===== config.mk =====
export PLATFORM = sky130hd
export DESIGN_NAME = alu_op_sequencer
export DESIGN_NICKNAME = d
export VERILOG_FILES = /design/src/rtl/alu_seq_pkg.sv /design/src/rtl/sync_fifo.sv /design/src/rtl/alu_op_sequencer.sv
export SDC_FILE = /design/constraint.sdc
export NUM_CORES = 1
export LEC_CHECK = 0
export CAP_MARGIN = 20
export CELL_PAD_IN_SITES_DETAIL_PLACEMENT = 1
export CELL_PAD_IN_SITES_GLOBAL_PLACEMENT = 1
export CORE_MARGIN = 2
export CORE_UTILIZATION = 53
export CTS_BUF_LIST = sky130_fd_sc_hd__clkbuf_8
export DETAILED_ROUTE_END_ITERATION = 10
export GPL_ROUTABILITY_DRIVEN = 0
export MAX_ROUTING_LAYER = met4
export PLACE_DENSITY_LB_ADDON = 0.1
export SYNTH_ARGS = -nofsm -noshare
export SYNTH_HDL_FRONTEND = slang
export SYNTH_SLANG_ARGS = --single-unit

===== constraint.sdc =====
create_clock -name clk -period 6.8 [get_ports clk]
set_clock_uncertainty 0.05 [all_clocks]
set_input_delay 1.36 -clock clk [delete_from_list [all_inputs] [get_ports clk]]
set_output_delay 1.36 -clock clk [all_outputs]
set_load 0.01 [all_outputs]

===== src/rtl/alu_seq_pkg.sv =====
// Shared widths, opcode names and the command/result record layouts for the
// ALU operand sequencer.
package alu_seq_pkg;
  localparam int DEF_DW = 16;
  localparam int DEF_SW = 3;

  localparam logic [DEF_SW-1:0] SEL_OP0 = 3'b000;
  localparam logic [DEF_SW-1:0] SEL_OP1 = 3'b001;
  localparam logic [DEF_SW-1:0] SEL_OP2 = 3'b010;
  localparam logic [DEF_SW-1:0] SEL_OP3 = 3'b011;
  localparam logic [DEF_SW-1:0] SEL_OP4 = 3'b100;
  localparam logic [DEF_SW-1:0] SEL_OP5 = 3'b101;
  localparam logic [DEF_SW-1:0] SEL_OP6 = 3'b110;
  localparam logic [DEF_SW-1:0] SEL_OP7 = 3'b111;

  typedef struct packed {
    logic [DEF_DW-1:0] a;
    logic [DEF_DW-1:0] b;
    logic [DEF_SW-1:0] sel;
  } cmd_t;

  typedef struct packed {
    logic [DEF_DW-1:0] q;
    logic [DEF_SW-1:0] sel;
  } res_t;
endpackage


===== src/rtl/sync_fifo.sv =====
// Single-clock FIFO with synchronous reset; head reads as zero while empty.
// Push on a full FIFO is accepted only when a pop happens in the same cycle.
module sync_fifo #(
  parameter int WIDTH = 8,
  parameter int DEPTH = 4
) (
  input  logic                     clk,
  input  logic                     reset,
  input  logic                     push,
  input  logic [WIDTH-1:0]         din,
  input  logic                     pop,
  output logic [WIDTH-1:0]         dout,
  output logic                     full,
  output logic                     empty,
  output logic [$clog2(DEPTH):0]   count
);
  localparam int AW = $clog2(DEPTH);

  logic [WIDTH-1:0] mem [DEPTH];
  logic [AW-1:0]    wptr, rptr;
  logic             do_push, do_pop;

  assign full    = (count == (AW+1)'(DEPTH));
  assign empty   = (count == '0);
  assign do_pop  = pop && !empty;
  assign do_push = push && (!full || do_pop);
  assign dout    = empty ? '0 : mem[rptr];

  always_ff @(posedge clk) begin
    if (do_push) mem[wptr] <= din;
  end

  always_ff @(posedge clk) begin
    if (reset) begin
      wptr  <= '0;
      rptr  <= '0;
      count <= '0;
    end else begin
      if (do_push) wptr <= wptr + AW'(1);
      if (do_pop)  rptr <= rptr + AW'(1);
      case ({do_push, do_pop})
        2'b10:   count <= count + (AW+1)'(1);
        2'b01:   count <= count - (AW+1)'(1);
        default: count <= count;
      endcase
    end
  end
endmodule


===== src/rtl/alu_op_sequencer.sv =====
// Feeds queued operand commands into a clocked ALU one per cycle and returns
// each q, tagged with its sel, in issue order through a result FIFO.
module alu_op_sequencer
  import alu_seq_pkg::*;
#(
  parameter int DW      = DEF_DW,
  parameter int SW      = DEF_SW,
  parameter int ALU_LAT = 1,
  parameter int CDEPTH  = 4,
  parameter int RDEPTH  = 4
) (
  input  logic          clk,
  input  logic          reset,
  input  logic          cmd_valid,
  output logic          cmd_ready,
  input  logic [DW-1:0] cmd_a,
  input  logic [DW-1:0] cmd_b,
  input  logic [SW-1:0] cmd_sel,
  output logic [DW-1:0] alu_a,
  output logic [DW-1:0] alu_b,
  output logic [SW-1:0] alu_sel,
  input  logic [DW-1:0] alu_q,
  output logic          res_valid,
  input  logic          res_ready,
  output logic [DW-1:0] res_q,
  output logic [SW-1:0] res_sel,
  output logic          busy,
  output logic [15:0]   issue_cnt
);
  localparam int CW = 2*DW + SW;
  localparam int RW = DW + SW;

  logic [CW-1:0]               cmd_head;
  logic                        cmd_full, cmd_empty;
  logic [$clog2(CDEPTH):0]     cmd_count;
  logic [RW-1:0]               res_head;
  logic                        res_full, res_empty;
  logic [$clog2(RDEPTH):0]     res_count;
  logic                        issue, credit, res_pop;
  int                          inflight;
  logic                        unused_ok;

  // Stage 0 is the op sitting on alu_*; stage ALU_LAT is the one whose q is
  // on alu_q now, since the ALU registers its result ALU_LAT edges later.
  logic [ALU_LAT:0]            vld_pipe;
  logic [ALU_LAT:0][SW-1:0]    sel_pipe;

  assign cmd_ready = !cmd_full && !reset;

  sync_fifo #(.WIDTH(CW), .DEPTH(CDEPTH)) u_cmd_fifo (
    .clk   (clk),
    .reset (reset),
    .push  (cmd_valid && cmd_ready),
    .din   ({cmd_a, cmd_b, cmd_sel}),
    .pop   (issue),
    .dout  (cmd_head),
    .full  (cmd_full),
    .empty (cmd_empty),
    .count (cmd_count)
  );

  // Every op in the pipe owns a result slot; a same-cycle pop is not counted
  // so res_ready has no combinational path into issue.
  assign inflight = $countones(vld_pipe);
  assign credit   = (int'(res_count) + inflight) < RDEPTH;
  assign issue    = !cmd_empty && credit;

  always_ff @(posedge clk) begin
    if (reset) begin
      alu_a     <= '0;
      alu_b     <= '0;
      alu_sel   <= '0;
      vld_pipe  <= '0;
      sel_pipe  <= '0;
      issue_cnt <= '0;
    end else begin
      vld_pipe <= {vld_pipe[ALU_LAT-1:0], issue};
      sel_pipe <= {sel_pipe[ALU_LAT-1:0], cmd_head[SW-1:0]};
      if (issue) begin
        {alu_a, alu_b, alu_sel} <= cmd_head;
        issue_cnt               <= issue_cnt + 16'd1;
      end
    end
  end

  assign res_pop = !res_empty && res_ready;

  sync_fifo #(.WIDTH(RW), .DEPTH(RDEPTH)) u_res_fifo (
    .clk   (clk),
    .reset (reset),
    .push  (vld_pipe[ALU_LAT]),
    .din   ({alu_q, sel_pipe[ALU_LAT]}),
    .pop   (res_pop),
    .dout  (res_head),
    .full  (res_full),
    .empty (res_empty),
    .count (res_count)
  );

  assign res_valid        = !res_empty;
  assign {res_q, res_sel} = res_head;
  assign busy             = !cmd_empty || (|vld_pipe) || !res_empty;

  assign unused_ok = &{1'b0, res_full, cmd_count};
endmodule


* After elaboration in Yosys (flattened, before gate mapping)
Memory sizes are Yosys's and may differ from the RTL's. A register that Yosys moved wholly into a read port is not among the register bits.
Index checks and enable logic that the tools add are counted.
W data, S select, Z words.
** Operators by class
- Add/subtract/negate cells :: 11
- Multiply operators :: 0
- Div/mod/pow operators :: 0
- Order comparisons :: 1
- Equal/unequal tests :: 6
- Shift operators :: 0
- Mux-type cells :: 12
- Bitwise logic cells :: 0
- Reduce and logical (&&, ||, !) cells :: 22
** Operator list (count)
- $mux W35 :: 1
- $mux W19 :: 1
- $add A16 B1 Y16 const B :: 1
- $pmux W3 S2 :: 2
- $add A2 B1 Y2 const B :: 4
- $logic_and A1 B1 Y1 :: 8
- $mux W2 :: 4
- $add A3 B1 Y3 const B :: 2
- $eq A3 B3 Y1 const B :: 2
- $logic_not A3 Y1 :: 2
- $sub A3 B1 Y3 const B :: 2
- $logic_not A1 Y1 :: 5
- $add A3 B2 Y4 :: 1
- $eq A2 B1 Y1 const B :: 2
- $eq A2 B2 Y1 const B :: 2
- $logic_or A1 B1 Y1 :: 4
- $lt A4 B3 Y1 const B :: 1
- $mux W1 :: 4
- $reduce_bool A2 Y1 :: 2
- $add A1 B1 Y2 :: 1
- $reduce_or A2 Y1 :: 1
** Storage, ports and cells
- Flip-flop bits (word level) :: 73
- Bits in latches :: 0
- Memory bits (writable) :: 216
- ROM bits :: 0
- Input bits :: 55
- Word-level logic and storage cells :: 67
- Memories kept :: 2
** Memory list
- u_cmd_fifo.mem :: words 4, width 35, rd ports 1, clocked after memory_dff 1, wr ports 1, RTL line sync_fifo.sv:19 : logic [WIDTH-1:0] mem [DEPTH];
- u_res_fifo.mem :: words 4, width 19, rd ports 1, clocked after memory_dff 1, wr ports 1, RTL line sync_fifo.sv:19

* Longest topological paths before layout
Gate-level depths: netlist (run 1).
- Depth after elaboration :: 9
- Depth in mapped cells :: 11
- Mapped depth without buffers :: 10

* Hierarchy
Synthesis (run 1) repeated with hierarchy kept, for this count alone.
** Unflattened totals
- Cells, all modules :: 728
- Area total of the unflattened synthesis :: 11586.1 um^2
** By module, submodules not included
- sync_fifo at u_cmd_fifo :: times used 1, cells each 286, area each 5870.6 um^2, seq. area each 4384.2 um^2
- sync_fifo at u_res_fifo :: times used 1, cells each 174, area each 3424.5 um^2, seq. area each 2462.4 um^2
- alu_op_sequencer :: times used 1, cells each 268, area each 2290.9 um^2, seq. area each 1181.1 um^2

* Worst setup path before layout (run 1)
OpenSTA, ideal clock, no wires.
- Kind :: in2out
- From :: in reset
- To :: out cmd_ready
- Arrival :: 2003 ps
- Data required time :: 5390 ps
- Path slack :: 3387 ps
- Cell stages on the path :: 3
- Path buffers :: 2
- Cell sequence :: clkbuf_1 > buf_1 > a21oi_1
** On the way
- Cells in the longest elaborated chain, start to end :: 2
** RTL lines
- start: declaration :: RTL line alu_op_sequencer.sv:13 : input logic reset,
- $logic_not A1 Y1 :: RTL line alu_op_sequencer.sv:48 : assign cmd_ready = !cmd_full && !reset;
- $logic_and A1 B1 Y1 :: RTL line alu_op_sequencer.sv:48
- end: declaration :: RTL line alu_op_sequencer.sv:15 : output logic cmd_ready,
Every way passes these cells.

* Final worst setup path (run 1)
Same ends and word-level chain as after synthesis.

==> impl_metrics.yaml, run 1 <==
layout:
  final_nets: 881
  drive_above_1_share_pct: 15.67
  area_growth_syn_to_layout_pct: 21.81
yosys:
  synth_edf_count: 216
  ys.flop_type: "edfxtp_1"
  synth_fp_nets: 735
  synth_top_area_share_pct: 59.14
  synthTopCellsByCount: "edfxtp_1, nand2_1, dfxtp_1, a21oi_1, mux4_2"
  yosysWarnings: 0
  synth_simple_gate_area_share_pct: 7.245
  synth_xor_area_share_pct: 0.7986
  async_flop_share_pct: 0
  netlist_instances: 666
  synth_adder_area_share_pct: 1.734
  synth_mux_area_share_pct: 11.18
  syn_avg_cell_area_um2: 16.47
  synth_top_family_by_area: "multiplexers"
  synth_cell_types: 31
  yosys_register_bits: 293
  synth-seq-area-share_pct: 73.20
  synth_top_cell_by_area: "edfxtp_1"
  synth_area_leaders: "edfxtp_1, dfxtp_1, mux4_2"
  syn_area_mm2: 0.01097
  synth_compound_area_share_pct: 3.959
  yosysMostFrequentCell: "edfxtp_1"
job:
  cap_viol_max_count: 0
timing:
  fin_tns_setup_ps: 0
  drv_slew: 0
  hold_violations: 0
  period_minus_slack_ps: 4280
  fin_ws_ps: 2520
  worstMarginPinSlew_ps: 1040
  slew_headroom_pct: 30.67
  rsz0062_at_grt: "false"
  timing.fmax_mhz: 233.6
  setup_viol: 0
  period_share_pct: 62.94
global_route:
  grt_max_degree: 68
  antenna_found_initial: 1
  grt_pass1_wl_um: 38060
  first_global_vias: 7047
  grt_overflow: 0
  grt_usage_pct: 23.28
cts:
  path_clk_slew_ps: 60
  cts_tree: "done"
  cts_hold_buffers: 0
  cts.path.max_buffers: 3
  post_cts_buffers: 0
  cts-root-buf: "clkbuf_8"
  clk_latency_ps: 540
  numClockSinks: 293
  cts_htree_levels: 2
  cts_resized: 0
  cts_buffers: 45
floorplan:
  die_w_um: 147.8
  initial_core_util_pct: 54.02
  num_rows: 52
  die_h_um: 147.8
  coreArea_mm2: 0.02030
  io_pins: 128
  die_area_mm2: 0.02186
pwr:
  swShare_pct: 29.02
  p_leak_nw: 4.415
  power.total_mw: 4.901
  power_density_mw_per_mm2: 366.9
  pwr-share-seq_pct: 46.2
  p_comb_share_pct: 25.4
  p_int_mw: 3.479
  peakVddDrop_mv: 0.2678
  p_sw_mw: 1.422
  clockPowerShare_pct: 28.5
worst_setup_path:
  crit_chain: "buf_2 -> buf_4 -> a21oi_1 -> clkdlybuf4s50_1"
  critical_path_required_ps: 5390
  crit_fanout: 58
  cp_top_family: "buffers and inverters"
  cpPeakStageDelay_ps: 590
  cp-start-kind: "input port"
  worstSetupPathType: "input port to output pin"
  critPathSlowestCell: "buf_4"
  crit_buf_inv: 3
  cp-end-kind: "output pin"
  worstPathArrival_ps: 2870
min_path:
  hp-class: "flop to flop"
drt:
  drtIter0Drc: 343
  remaining_drc_errors: 0
  detail_route.vias_per_cell: 5.478
  drt_wl_total_um: 23760
  num_vias: 6135
  routedWlPerCell_um: 21.21
  ant_nets: 0
  first_pass_iters: 4
placed_design:
  pre_cts_slack_ps: 2506
  portBuffers: 127
  hpwlAfterDp_um: 14100
status:
  status: "finished, final reports clean"
## power groups by stage
stage | combinational (mW) | sequential (mW) | clock (mW)
detailed placement | 1.26 | 2.30 | 0
CTS | 1.28 | 2.27 | 1.43
global route | 1.36 | 2.28 | 1.51
finish | 1.24 | 2.26 | 1.39
global placement | 1.20 | 2.28 | 0
floorplan | 0.711 | 2.29 | 0
## cell usage in the layout, fill, tap and decap left out, types with 2 or more instances in the layout
cell type and count:
nor2b_1 4, fa_1 2, mux4_2 54, a21oi_1 56
xnor2_1 5, and2_2 4, clkdlybuf4s50_1 126, xor2_1 5
dfxtp_2 2, buf_4 5, clkbuf_8 55, nand3_1 7
and4_1 2, o31ai_1 8, and2_1 28, nand4_1 3
or3_1 11, nand2_1 79, inv_1 30, nor2_1 17
nor3_1 2, ha_1 12, clkinv_2 10, o21ai_0 10
dfxtp_1 75, or4_1 7, clkinv_1 5, edfxtp_1 216
## worst reg2reg max path, delay by kind of cell, from the launching register on
kind            cells  cell delay (ps)
simple gates        2              950
compound gates      2              370
flops               1              350
buf+inv             3              930
fa+ha+maj           2              460
xor+xnor            1               80
## layout make-up
| cell class | count | area (um^2) |
|---|---|---|
| Sequential cell | 293 | 8030 |
| Antenna cell | 1 | 2.502 |
| Multi-Input combinational cell | 323 | 2739 |
| Inverter | 17 | 63.81 |
| Clock buffer | 55 | 757.0 |
| Tap cell | 270 | 337.8 |
| Timing Repair Buffer | 132 | 1304 |
| Fill cell | 1854 | 6940 |
| Clock inverter | 29 | 125.1 |
## layer usage
metal | up-vias | wire length, um | global-route usage [%]
met3 | 38 | 1326 | 4.722
met4 | 0 | 468 | 6.381
met2 | 177 | 12850 | 41.72
li1 | 2817 | - | -
met1 | 3103 | 9110 | 26.81
met5 | - | 0 | -
## flip-flops by register name, indices dropped and copies added (netlist names), named ones only
signal	flops
u_cmd_fifo.mem	140
u_res_fifo.mem	76
alu_a	16
alu_b	16
issue_cnt	16
sel_pipe	6
alu_sel	3
u_cmd_fifo.count	3
u_res_fifo.count	3
u_cmd_fifo.rptr	2
u_cmd_fifo.wptr	2
u_res_fifo.rptr	2
u_res_fifo.wptr	2
vld_pipe	2
## through the flow
step                util (%)  hold slack, ps  area [um^2]  cells
global placement       61.45           386.3        12470   1035
finish                 65.81           404.9        13360   1120
CTS                    65.80           410.6        13360   1119
detailed placement     61.45           401.2        12470   1035
global route           65.81           427.4        13360   1120
floorplan                  -           363.8        10970    666
## final timing paths
path | startpoint | end | slack (ps) | cells past startpoint
min | alu_a[5]$_SDFFE_PP0P_ | alu_a[5]$_SDFFE_PP0P_ | 400 | 2
max reg2reg | u_cmd_fifo.count[2]$_SDFFE_PP0P_ | u_cmd_fifo.count[2]$_SDFFE_PP0P_ | 3540 | 10
min reg2reg | alu_a[5]$_SDFFE_PP0P_ | alu_a[5]$_SDFFE_PP0P_ | 400 | 2
max | reset | cmd_ready | 2520 | 4
## cells by family (layout without fill, tap and decap cells)
kind of cell / count (synthesis) / after routing
AOI/OAI and AO/OA: 79 / 79
xor gates and xnor gates: 10 / 10
adders and majority gates: 14 / 14
buffers and inverters: 50 / 233
DFF: 293 / 293
muxes: 55 / 55
other: 0 / 1
and+or+nand+nor: 165 / 165
(Power assumes the default switching activity.)
==> run 2, diff against run 1 <==
- CORE_UTILIZATION: 53 -> 49
- clock period: 6.8 -> 4 ns (I/O delays scaled with it)
==> run 2 against run 1 <==
Net effect:
- combinational power is 65% higher
- critical path type is now flop to output pin
- register-to-register slack worse by 2400 ps
- design area is 0.91% higher
- clock power is 74% higher
- sequential share of layout area is 0.54 points lower
- highest routed layer unchanged
==> impl_metrics.yaml, run 2 (synthesis gave the netlist of run 1 again) <==
timing:
  hold_violations: 0
  period_share_pct: 83.34
  drv_slew: 0
  fin_tns_setup_ps: 0
  setup_viol: 0
  period_minus_slack_ps: 3334
  slew_headroom_pct: 35.00
  worstMarginPinSlew_ps: 975.0
  timing.fmax_mhz: 300.0
  rsz0062_at_grt: "false"
drt:
  ant_nets: 0
  remaining_drc_errors: 0
  first_pass_iters: 4
  num_vias: 6198
  routedWlPerCell_um: 19.96
  detail_route.vias_per_cell: 5.418
  drt_wl_total_um: 22840
  drtIter0Drc: 299
cts:
  cts_hold_buffers: 0
  clk_latency_ps: 550
  cts_resized: 0
  cts_htree_levels: 2
  cts_buffers: 47
  numClockSinks: 293
  cts-root-buf: "clkbuf_8"
  post_cts_buffers: 0
  cts_tree: "done"
  cts.path.max_buffers: 3
  path_clk_slew_ps: 60
global_route:
  grt_usage_pct: 20.36
  antenna_found_initial: 0
  grt_overflow: 0
  grt_max_degree: 67
  grt_pass1_wl_um: 36740
  first_global_vias: 6794
floorplan:
  num_rows: 54
  die_h_um: 153.6
  die_area_mm2: 0.02359
  coreArea_mm2: 0.02189
  initial_core_util_pct: 50.10
  die_w_um: 153.6
  io_pins: 128
layout:
  seqCellArea_mm2: 0.008030
  fillCellCount: 2029
  final_cell_mix: "edfxtp_1, clkdlybuf4s50_1, nand2_1"
  final_nets: 894
  largest_reg_flops: 140
  final_common_cell: "edfxtp_1"
  area_growth_syn_to_layout_pct: 22.92
  largestRegisters: "u_cmd_fifo.mem: 140 flops, u_res_fifo.mem: 76 flops"
  drive_above_1_share_pct: 16.78
  largest-register: "u_cmd_fifo.mem"
  n_antenna_cell: 0
  final_area_mm2: 0.01348
  multi_input_area_mm2: 0.002739
worst_setup_path:
  crit_fanout: 23
  worstSetupPathType: "flop to output pin"
  cp-end-kind: "output pin"
  critical_path_required_ps: 3150
  worstPathArrival_ps: 2480
  cp-startpoint: "u_res_fifo.count[0]$_SDFFE_PP0P_"
  r2r-start: "u_res_fifo.count[1]$_SDFFE_PP0P_"
  cp-start-kind: "flop"
placed_design:
  portBuffers: 127
  hpwlAfterDp_um: 13870
  dpl_cell_area_mm2: 0.01257
job:
  cap_viol_max_count: 0
pwr:
  peakVddDrop_mv: 0.3680
  power_density_mw_per_mm2: 620.5
  p_leak_nw: 4.496
min_path:
  hp-class: "flop to flop"
  min-delay-start: "sel_pipe[1]$_SDFF_PP0_"
status:
  status: "finished, final reports clean"
## run 2: changes by cell type in the layout (fill, tap and decap cells not counted)
cell / change
clkbuf_8: +1
inv_8: +1
clkinv_1: +2
clkinvlp_4: -1
diode_2: -1
buf_4: +11
inv_1: +1
## run 2: layout make-up
class / instances / area share [%]
Sequential cell: 293 / 59.57
Multi-Input combinational cell: 323 / 20.32
Clock buffer: 56 / 5.717
Timing Repair Buffer: 143 / 10.28
Clock inverter: 32 / 1.040
Tap cell: 280 / 2.599
Inverter: 17 / 0.4734
## run 2: worst paths after layout
path / cells after the start / slack [ps] / to
worst max-delay path: 4 / 670 / busy
worst min-delay path: 1 / 390 / sel_pipe[4]$_SDFF_PP0_
worst min register to register: 1 / 390 / sel_pipe[4]$_SDFF_PP0_
worst max register to register: 8 / 1160 / u_res_fifo.count[2]$_SDFFE_PP0P_
## run 2: power breakdown
part | switching, mW | leakage, nW | internal (mW)
logic | 0.996 | 1.37 | 1.06
clock network | 1.14 | 0.533 | 1.28
registers | 0.281 | 2.59 | 3.62
## run 2: per-layer routing
metal / up-vias / wire, um / global-route usage (%)
li1: 2855 / - / -
met1: 3168 / 9542 / 24.56
met2: 143 / 11910 / 35.11
met3: 32 / 1004 / 4.312
met4: 0 / 384 / 5.374
met5: - / 0 / -
## run 2: stage by stage
stage	util [%]	total power, mW	setup slack (ps)	instances	hold WS (ps)
6_report	61.58	8.365	666.3	1144	386.3
5_1_grt	61.58	8.810	530.6	1144	411.6
4_1_cts	61.58	8.491	599.6	1144	392.6
3_5_place_dp	57.42	6.049	795.4	1056	377.0
3_3_place_gp	57.42	5.962	923.5	1056	368.4
2_1_floorplan	-	5.096	1230	666	363.8
## run 2: worst max-delay path, cell delays in order, from the launching register on
cell,delay [ps]
dfxtp_1,350
or3_1,710
nor3_1,260
nand2_1,90
clkdlybuf4s50_1,520
==> run 3, diff against run 2 <==
- CORE_UTILIZATION: 49 -> 44
- clock period: 4 -> 2.7 ns (I/O delays scaled with it)
==> run 3 against run 2 <==
Net effect:
- the flow now finishes with violations (negative setup slack)
- highest routed layer unchanged
- critical path depth stayed put
- wire length rose by 4.3%
- global-route usage is 1.2 points lower
- sequential share of layout area shrank 1.3 points
==> impl_metrics.yaml, run 3 (synthesis gave the netlist of run 1 again) <==
status:
  status: "complete, but fails checks"
  violations: "negative setup slack"
drt:
  drt_wl_total_um: 23810
  num_vias: 6220
  remaining_drc_errors: 0
  first_pass_iters: 4
  ant_nets: 0
  drtIter0Drc: 253
  detail_route.vias_per_cell: 5.183
  routedWlPerCell_um: 19.84
worst_setup_path:
  critical_path_required_ps: 2110
  r2r-end: "u_cmd_fifo.count[2]$_SDFFE_PP0P_"
  crit_chain: "bufbuf_16 -> mux4_2 -> and2_1 -> dlygate4sd2_1"
  crit_buf_inv: 2
  worstPathArrival_ps: 2140
  crit_fanout: 5
  setup.worst_path.end: "res_q[14]"
  cp.depth: 4
  rrSetupSlack_ps: 100
  cp-start-kind: "flop"
  cp_top_family: "buffers and inverters"
  worstSetupPathType: "flop to output pin"
  cpPeakStageDelay_ps: 500
  critPathSlowestCell: "mux4_2"
  ff2ff_path_depth: 10
  cp-end-kind: "output pin"
  r2r-start: "u_res_fifo.count[0]$_SDFFE_PP0P_"
layout:
  final_common_cell: "edfxtp_1"
  largest-register: "u_cmd_fifo.mem"
  largestRegisters: "u_cmd_fifo.mem: 140 flops, u_res_fifo.mem: 76 flops"
  drive_above_1_share_pct: 19.86
  n_antenna_cell: 0
  largest_reg_flops: 140
  final_nets: 908
  area_growth_syn_to_layout_pct: 25.80
  final_cell_mix: "edfxtp_1, clkdlybuf4s50_1, nand2_1"
  final_area_mm2: 0.01380
floorplan:
  num_rows: 57
  die_area_mm2: 0.02620
  coreArea_mm2: 0.02439
  initial_core_util_pct: 44.96
  die_w_um: 161.9
  die_h_um: 161.9
  io_pins: 128
cts:
  cts.path.max_buffers: 3
  path_clk_slew_ps: 60
  cts_hold_buffers: 0
  cts_htree_levels: 2
  numClockSinks: 293
  cts_buffers: 47
  cts-root-buf: "clkbuf_8"
  cts_tree: "done"
  clk_latency_ps: 540
pwr:
  peakVddDrop_mv: 0.5771
  power_density_mw_per_mm2: 913.8
  clockPowerShare_pct: 28.7
  p_leak_nw: 4.667
  p_comb_share_pct: 26.2
  pwr-share-seq_pct: 45.1
  p_int_mw: 8.966
  swShare_pct: 28.88
  p_sw_mw: 3.642
placed_design:
  portBuffers: 127
  hpwlAfterDp_um: 14830
  dpl_cell_area_mm2: 0.01284
  pre_cts_slack_ps: -79.54
global_route:
  first_global_vias: 6930
  grt_usage_pct: 19.18
  grt_overflow: 0
  antenna_found_initial: 0
  grt_pass1_wl_um: 37760
  grt_max_degree: 67
timing:
  hold_ws_ps: 394.7
  drv_slew: 0
  period_share_pct: 100.9
  period_minus_slack_ps: 2725
  fin_ws_ps: -25.00
  fin_tns_setup_ps: -40.59
  worstMarginPinSlew_ps: 722.6
  rsz0062_at_grt: "true"
  hold_violations: 0
  slew_headroom_pct: 51.83
  timing.fmax_mhz: 367.0
  setup_viol: 3
min_path:
  hp-class: "flop to flop"
job:
  cap_viol_max_count: 0
run 3: cell type report:
| type | instances | area, um^2 |
|---|---|---|
| clock inverters | 32 | 162.7 |
| multi-input cells | 323 | 2760 |
| inverters | 17 | 63.81 |
| fillers | 2325 | 10600 |
| clock buffers | 54 | 743.2 |
| flip-flops and latches | 293 | 8034 |
| repair buffers | 157 | 1627 |
| well taps | 324 | 405.4 |
run 3: through the flow:
stage	util, %	std cells	total power [mW]
after floorplan	-	666	7.552
after global placement	52.64	1112	8.963
after detailed placement	52.64	1112	9.111
after CTS	56.68	1201	12.85
after global routing	56.56	1200	13.29
final	56.56	1200	12.61
run 3: worst min path at each step:
stage | from | end | slack, ps | cells after the start
after floorplan | sel_pipe[0]$_SDFF_PP0_ | sel_pipe[3]$_SDFF_PP0_ | 360 | 1
after global placement | sel_pipe[1]$_SDFF_PP0_ | sel_pipe[4]$_SDFF_PP0_ | 380 | 1
after detailed placement | sel_pipe[0]$_SDFF_PP0_ | sel_pipe[3]$_SDFF_PP0_ | 380 | 1
after CTS | sel_pipe[0]$_SDFF_PP0_ | sel_pipe[3]$_SDFF_PP0_ | 400 | 1
after global routing | sel_pipe[0]$_SDFF_PP0_ | sel_pipe[3]$_SDFF_PP0_ | 420 | 1
final | sel_pipe[0]$_SDFF_PP0_ | sel_pipe[3]$_SDFF_PP0_ | 390 | 1
run 3: layer usage:
layer  up-vias  wire, um  track usage, %  share of wire, %
met4         0       464           5.632               1.9
met5         -         0               -                 0
met1      3180      9456           21.74                40
met3        38       958           3.882               4.0
li1       2878         -               -                 -
met2       124     12930           34.43                54
run 3: power groups by stage:
stage | combinational [mW] | clock [mW] | sequential (mW)
floorplan | 1.79 | 0 | 5.76
global placement | 3.22 | 0 | 5.74
detailed placement | 3.33 | 0 | 5.78
CTS | 3.42 | 3.73 | 5.70
global route | 3.61 | 3.93 | 5.75
finish | 3.30 | 3.62 | 5.69
run 3: what timing repair did:
item	4_1_cts	5_1_grt
gates resized for setup	42	9
cloned	2	0
pin swaps	0	0
setup endpoints to repair	21	15
setup buffers	1	1
